File: config.mk
export PLATFORM = sky130hd
export DESIGN_NAME = uio_bus_arbiter
export DESIGN_NICKNAME = d
export VERILOG_FILES = /design/src/rtl/uio_bus_arbiter.sv
export SDC_FILE = /design/constraint.sdc
export NUM_CORES = 1
export LEC_CHECK = 0
export ABC_CLOCK_PERIOD_IN_PS = 5900
export BUFFER_PORTS_ARGS = -buffer_cell sky130_fd_sc_hd__buf_2
export CAP_MARGIN = 20
export CORE_ASPECT_RATIO = 2
export CORE_MARGIN = 4
export CORE_UTILIZATION = 53
export CTS_BUF_LIST = sky130_fd_sc_hd__clkbuf_8
export CTS_CLUSTER_SIZE = 8
export DETAILED_ROUTE_END_ITERATION = 8
export PLACE_DENSITY = 0.92
export SLEW_MARGIN = 40
export SYNTH_ARGS = -nofsm -noshare
export SYNTH_HDL_FRONTEND = slang
export SYNTH_SLANG_ARGS = --single-unit
File: constraint.sdc
create_clock -name clk -period 5.9 [get_ports clk]
set_input_delay 1.18 -clock clk [delete_from_list [all_inputs] [get_ports clk]]
set_output_delay 1.18 -clock clk [all_outputs]
set_load 0.005 [all_outputs]
File: src/rtl/uio_bus_arbiter.sv
// -----------------------------------------------------------------------------
// uio_bus_arbiter
//
// Shares the eight bidirectional uio pins between two on-chip requesters:
//   requester 0 - edge-counter register port
//   requester 1 - debug/test port
// Round-robin arbitration with a bus-float turnaround gap before every grant
// and an optional forced release so a waiting requester is never starved.
//
// Ports:
//   clk      system clock
//   rst_n    synchronous active-low reset
//   ena      block enable; 0 releases the owner and blocks new grants
//   req      per-requester level request
//   out0/oe0 requester 0 drive data / per-pin output enable
//   out1/oe1 requester 1 drive data / per-pin output enable
//   uio_in   pad input data
//   uio_out  pad drive data (muxed from the registered grant)
//   uio_oe   pad output enables, 1 = drive (muxed from the registered grant)
//   grant    registered one-hot grant, 00 = none
//   rd_data  uio_in registered one cycle, seen by both requesters
//   busy     1 while in TURN or OWN
// -----------------------------------------------------------------------------
module uio_bus_arbiter #(
    parameter int unsigned TURN_CYCLES = 1,   // 0..15, 0 = no float gap
    parameter int unsigned MAX_HOLD    = 16   // 0..255, 0 = no preemption
) (
    input  logic       clk,
    input  logic       rst_n,
    input  logic       ena,
    input  logic [1:0] req,
    input  logic [7:0] out0,
    input  logic [7:0] oe0,
    input  logic [7:0] out1,
    input  logic [7:0] oe1,
    input  logic [7:0] uio_in,
    output logic [7:0] uio_out,
    output logic [7:0] uio_oe,
    output logic [1:0] grant,
    output logic [7:0] rd_data,
    output logic       busy
);

    typedef enum logic [1:0] {
        ST_IDLE = 2'd0,
        ST_TURN = 2'd1,
        ST_OWN  = 2'd2
    } state_t;

    localparam logic       HAS_TURN    = (TURN_CYCLES != 0);
    localparam logic       HAS_PREEMPT = (MAX_HOLD != 0);
    localparam logic [3:0] TURN_LAST   = (TURN_CYCLES == 0) ? 4'd0 : 4'(TURN_CYCLES - 1);
    localparam logic [7:0] HOLD_MAX    = 8'(MAX_HOLD);

    state_t     state_r, state_s;
    logic       win_r, win_s;      // requester index being turned to / owning
    logic       last_r, last_s;    // index of the most recent owner
    logic [7:0] hold_r, hold_s;    // completed OWN cycles of the current owner
    logic [3:0] turn_r, turn_s;    // completed TURN cycles
    logic [1:0] grant_r, grant_s;
    logic [7:0] rd_data_r;

    logic       other_s;
    logic [7:0] hold_cur_s;        // OWN cycle count including the current cycle
    logic       release_s;

    // One-hot grant encoding of a requester index.
    function automatic logic [1:0] onehot(input logic idx);
        if (idx) begin
            return 2'b10;
        end else begin
            return 2'b01;
        end
    endfunction

    // Winner selection: lone requester wins, a tie goes to the one that
    // did not own the bus last.
    function automatic logic pick_winner(input logic [1:0] r, input logic last);
        if (r == 2'b11) begin
            return ~last;
        end else begin
            return r[1];
        end
    endfunction

    // Next-state, counter and grant decode.
    always_comb begin
        state_s    = state_r;
        win_s      = win_r;
        last_s     = last_r;
        hold_s     = hold_r;
        turn_s     = turn_r;
        grant_s    = 2'b00;
        other_s    = ~win_r;
        hold_cur_s = (hold_r == 8'hFF) ? 8'hFF : (hold_r + 8'd1);
        release_s  = ~req[win_r] | ~ena |
                     (HAS_PREEMPT & req[other_s] & (hold_cur_s == HOLD_MAX));

        case (state_r)
            ST_IDLE: begin
                if (ena && (req != 2'b00)) begin
                    win_s = pick_winner(req, last_r);
                    if (HAS_TURN) begin
                        state_s = ST_TURN;
                        turn_s  = 4'd0;
                    end else begin
                        state_s = ST_OWN;
                        last_s  = win_s;
                        hold_s  = 8'd0;
                        grant_s = onehot(win_s);
                    end
                end else begin
                    state_s = ST_IDLE;
                end
            end

            ST_TURN: begin
                if (!ena || !req[win_r]) begin
                    // winner vanished during the gap: abandon without granting
                    state_s = ST_IDLE;
                    turn_s  = 4'd0;
                end else if (turn_r == TURN_LAST) begin
                    state_s = ST_OWN;
                    last_s  = win_r;
                    hold_s  = 8'd0;
                    grant_s = onehot(win_r);
                end else begin
                    turn_s = turn_r + 4'd1;
                end
            end

            ST_OWN: begin
                if (release_s) begin
                    if (ena && req[other_s]) begin
                        win_s = other_s;
                        if (HAS_TURN) begin
                            state_s = ST_TURN;
                            turn_s  = 4'd0;
                        end else begin
                            // no gap configured: hand over directly
                            state_s = ST_OWN;
                            last_s  = other_s;
                            hold_s  = 8'd0;
                            grant_s = onehot(other_s);
                        end
                    end else begin
                        state_s = ST_IDLE;
                    end
                end else begin
                    hold_s  = hold_cur_s;
                    grant_s = onehot(win_r);
                end
            end

            default: begin
                state_s = ST_IDLE;
                turn_s  = 4'd0;
                hold_s  = 8'd0;
            end
        endcase
    end

    // Arbiter state registers.
    always_ff @(posedge clk) begin
        if (!rst_n) begin
            state_r <= ST_IDLE;
            win_r   <= 1'b0;
            last_r  <= 1'b1;
            hold_r  <= 8'd0;
            turn_r  <= 4'd0;
            grant_r <= 2'b00;
        end else begin
            state_r <= state_s;
            win_r   <= win_s;
            last_r  <= last_s;
            hold_r  <= hold_s;
            turn_r  <= turn_s;
            grant_r <= grant_s;
        end
    end

    // Pad input capture, independent of arbitration state.
    always_ff @(posedge clk) begin
        if (!rst_n) begin
            rd_data_r <= 8'd0;
        end else begin
            rd_data_r <= uio_in;
        end
    end

    // Pad drive mux: pins float unless a grant is registered.
    always_comb begin
        uio_out = 8'd0;
        uio_oe  = 8'd0;
        case (grant_r)
            2'b01: begin
                uio_out = out0;
                uio_oe  = oe0;
            end
            2'b10: begin
                uio_out = out1;
                uio_oe  = oe1;
            end
            default: begin
                uio_out = 8'd0;
                uio_oe  = 8'd0;
            end
        endcase
    end

    assign grant   = grant_r;
    assign rd_data = rd_data_r;
    assign busy    = (state_r != ST_IDLE);

endmodule

==> impl_metrics.yaml <==
cts:
  clockBufferDepth: 2
  holdBufCountCts: 0
  cts_setup_buffers: 0
  clkTransAtPathRegs_ps: 90
  cts_sinks: 26
  cts_tree: "built"
  cts_buffers: 3
  cts.htree.levels: 1
  root_buffer: "clkbuf_8"
  clk-insertion-delay-late_ps: 290
  cts_resized: 0
worst_setup_path:
  worstPathCellList: "buf_2 -> a22oi_1 -> nor2_1 -> buf_2"
  cp_max_fo: 1
  reg2reg_from: "hold_r[0]"
  regToRegEndpoint: "turn_r[1]"
  r2r_cells: 7
  start_kind: "input pin"
  end_kind: "primary output"
  critPathTopFamily: "buffers and inverters"
  crit_arrival_ps: 1680
  critPathSlowestCell: "a22oi_1"
  crit_top_cell: "buf_2"
  worst-path-buf-inv: 2
  cp.required_ps: 4720
  max_stage_delay_ps: 180
  critPathKind: "in2out"
  rrSetupSlack_ps: 3500
synth:
  synth_seq_cells: 26
  yosysWarnings: 0
  syn-num-nets: 265
  synthCells: 211
  synth_top_cell_area_share_pct: 31.1
  ys_types: 44
  synth_ff_type: "dfxtp_1"
  yosysSeqAreaShare_pct: 31.1
  synth_top_area_cell: "dfxtp_1"
  synth_common_cells: "26 x dfxtp_1, 22 x nor2_1, 16 x a22oi_1, 16 x nand2_1"
  synth-async-reset-ratio_pct: 0
  netlist_area_um2: 1670
  avgSynthCellArea_um2: 7.93
  synth_edf_count: 0
  post-synth-top-count-cell: "dfxtp_1"
  synth_area_leaders: "dfxtp_1 31%, a22oi_1 7.2%, ha_1 6.7%"
layout:
  fill_cells: 250
  antenna_cells: 0
  nets: 327
  stdcell_count: 302
  drive_gt1_share_pct: 30.1
  syn_to_final_growth_pct: 23.0
drt:
  ant_nets: 0
  route.met3.wl_um: 370
  top_layer_used: "met4"
  wl_met2_mm: 2.57
  vias: 1805
  drtIter0Drc: 50
  m1WireLength_mm: 1.50
  drcViolationCount: 0
  viasPerCell: 5.98
  drt_pass1_iterations: 5
  wl_mm: 4.61
  wire_per_inst_um: 15.3
sta:
  rsz0062_at_grt: "false"
  clock_skew_ps: 5.62
  finalSetupViolations: 0
  fmaxAchievable_mhz: 349
  final_hold_viol_count: 0
  period_share_pct: 48.5
  drv_slew: 0
  worst_slew_pin_slew_ps: 515
  max-slew-margin-rel_pct: 65.7
  whs_ps: 511
  min_period_ps: 2860
  final.setup.tns_ps: 0
power_and_ir_drop:
  p_clk_share_pct: 39.9
  ir_drop_mv: 0.173
  swShare_pct: 22.9
  p_int_uw: 295
  switchingPower_uw: 87.7
  comb_power_share_pct: 12.3
  seqPwrFrac_pct: 47.8
  power.density_nw_per_um2: 186
  leakagePower_uw: 0.000896
placement:
  placement.io_buffers: 71
  dpl.cell_count: 298
  hpwl_mm: 3.66
  gp_congestion: 0.809
job:
  maxCapViolCount: 0
grt:
  grt_usage_pct: 23.2
  grt_pass1_vias: 1856
  grt_pass1_wl_mm: 7.26
  grt_antenna_before_repair: 0
  grt-ovfl-total: 0
  grt_max_degree: 21
floorplanning:
  start_util_pct: 55.5
  die_h_um: 87.5
  io_pins: 72
  row_count: 28
  core_um2: 3010
  dieArea_um2: 4170
  die_w_um: 47.7
outcome:
  status: "finished clean"
worst_hold_path:
  holdPathStages: 2
  min_to: "turn_r[1]"
  hp-start: "turn_r[1]"
  hold_class: "reg2reg"
[area by class of cell]
cell class	instances	area, µm²	share of cell area, %
multi-input combinational	160	1030	50.2
sequential	26	520	25.3
timing repair buffer	71	355	17.3
clock buffer	3	41.3	2.01
inverter	11	41.3	2.01
tap	30	37.5	1.82
clock inverter	1	30.0	1.46
[cells in the final DEF (no fill, tap or decap), types with 9 or more instances in the layout]
| master | count |
|---|---|
| a21oi_1 | 14 |
| a22oi_1 | 16 |
| and2_1 | 10 |
| buf_2 | 71 |
| dfxtp_1 | 26 |
| ha_1 | 9 |
| inv_1 | 10 |
| nand2_1 | 16 |
| nand3_1 | 13 |
| nor2_1 | 22 |
| o21ai_0 | 14 |
[worst max path at each step]
stage | slack, ps | depth (start not counted) | from | to
6_report | 3040 | 4 | oe1[6] | uio_oe[6]
5_1_grt | 2980 | 4 | oe1[6] | uio_oe[6]
4_1_cts | 3020 | 4 | oe1[6] | uio_oe[6]
3_5_place_dp | 3030 | 4 | oe1[6] | uio_oe[6]
3_3_place_gp | 3080 | 4 | out1[6] | uio_out[6]
2_1_floorplan | 3320 | 2 | oe1[4] | uio_oe[4]
[cell families (layout without fill, tap and decap cells)]
kind of cell	count (synthesis)	in the layout	share of synthesized area, %
AOI/OAI and AO/OA	59	59	24.1
xor gates and xnor gates	3	3	1.57
adders and majority gates	9	9	6.73
buffers and inverters	25	86	7.18
DFF	26	26	31.1
muxes	5	5	3.07
and+or+nand+nor	84	84	26.3
[worst register-to-register path: stages (launching register included)]
cell       delay [ps]
dfxtp_1           440
ha_1              260
and3_1            410
xor2_1            260
o2111ai_2         190
and3_1            350
nor3b_4           240
mux2i_1           190
[per-layer routing]
layer | up-vias | track usage (%)
met3 | 17 | 3.31
met2 | 97 | 42.6
met5 | - | 0
met1 | 813 | 21.1
li1 | 878 | -
met4 | 0 | 15.0
[per-stage QoR]
step | power, µW | cell area [µm²] | setup WS (ps) | util, %
finish | 383 | 2060 | 3040 | 68.3
global placement | 231 | 1990 | 3080 | 65.9
detailed placement | 233 | 1990 | 3030 | 65.9
global route | 394 | 2060 | 2980 | 68.3
floorplan | 209 | 1670 | 3320 | -
CTS | 381 | 2060 | 3020 | 68.3
[flip-flops by register name (all words and copies together) (netlist names)]
register  flops
turn_r        4
win_r         1
last_r        1
rd_data       8
hold_r        8
grant         2
state_r       2
[power by group through the flow]
stage	registers [µW]	logic, µW	clock network [µW]
after floorplan	187	22.6	0
after global placement	187	44.5	0
after detailed placement	187	46.5	0
after CTS	183	46.9	151
after global routing	183	52.7	158
final	183	47.1	153
Power figures use the tool's default switching activity.
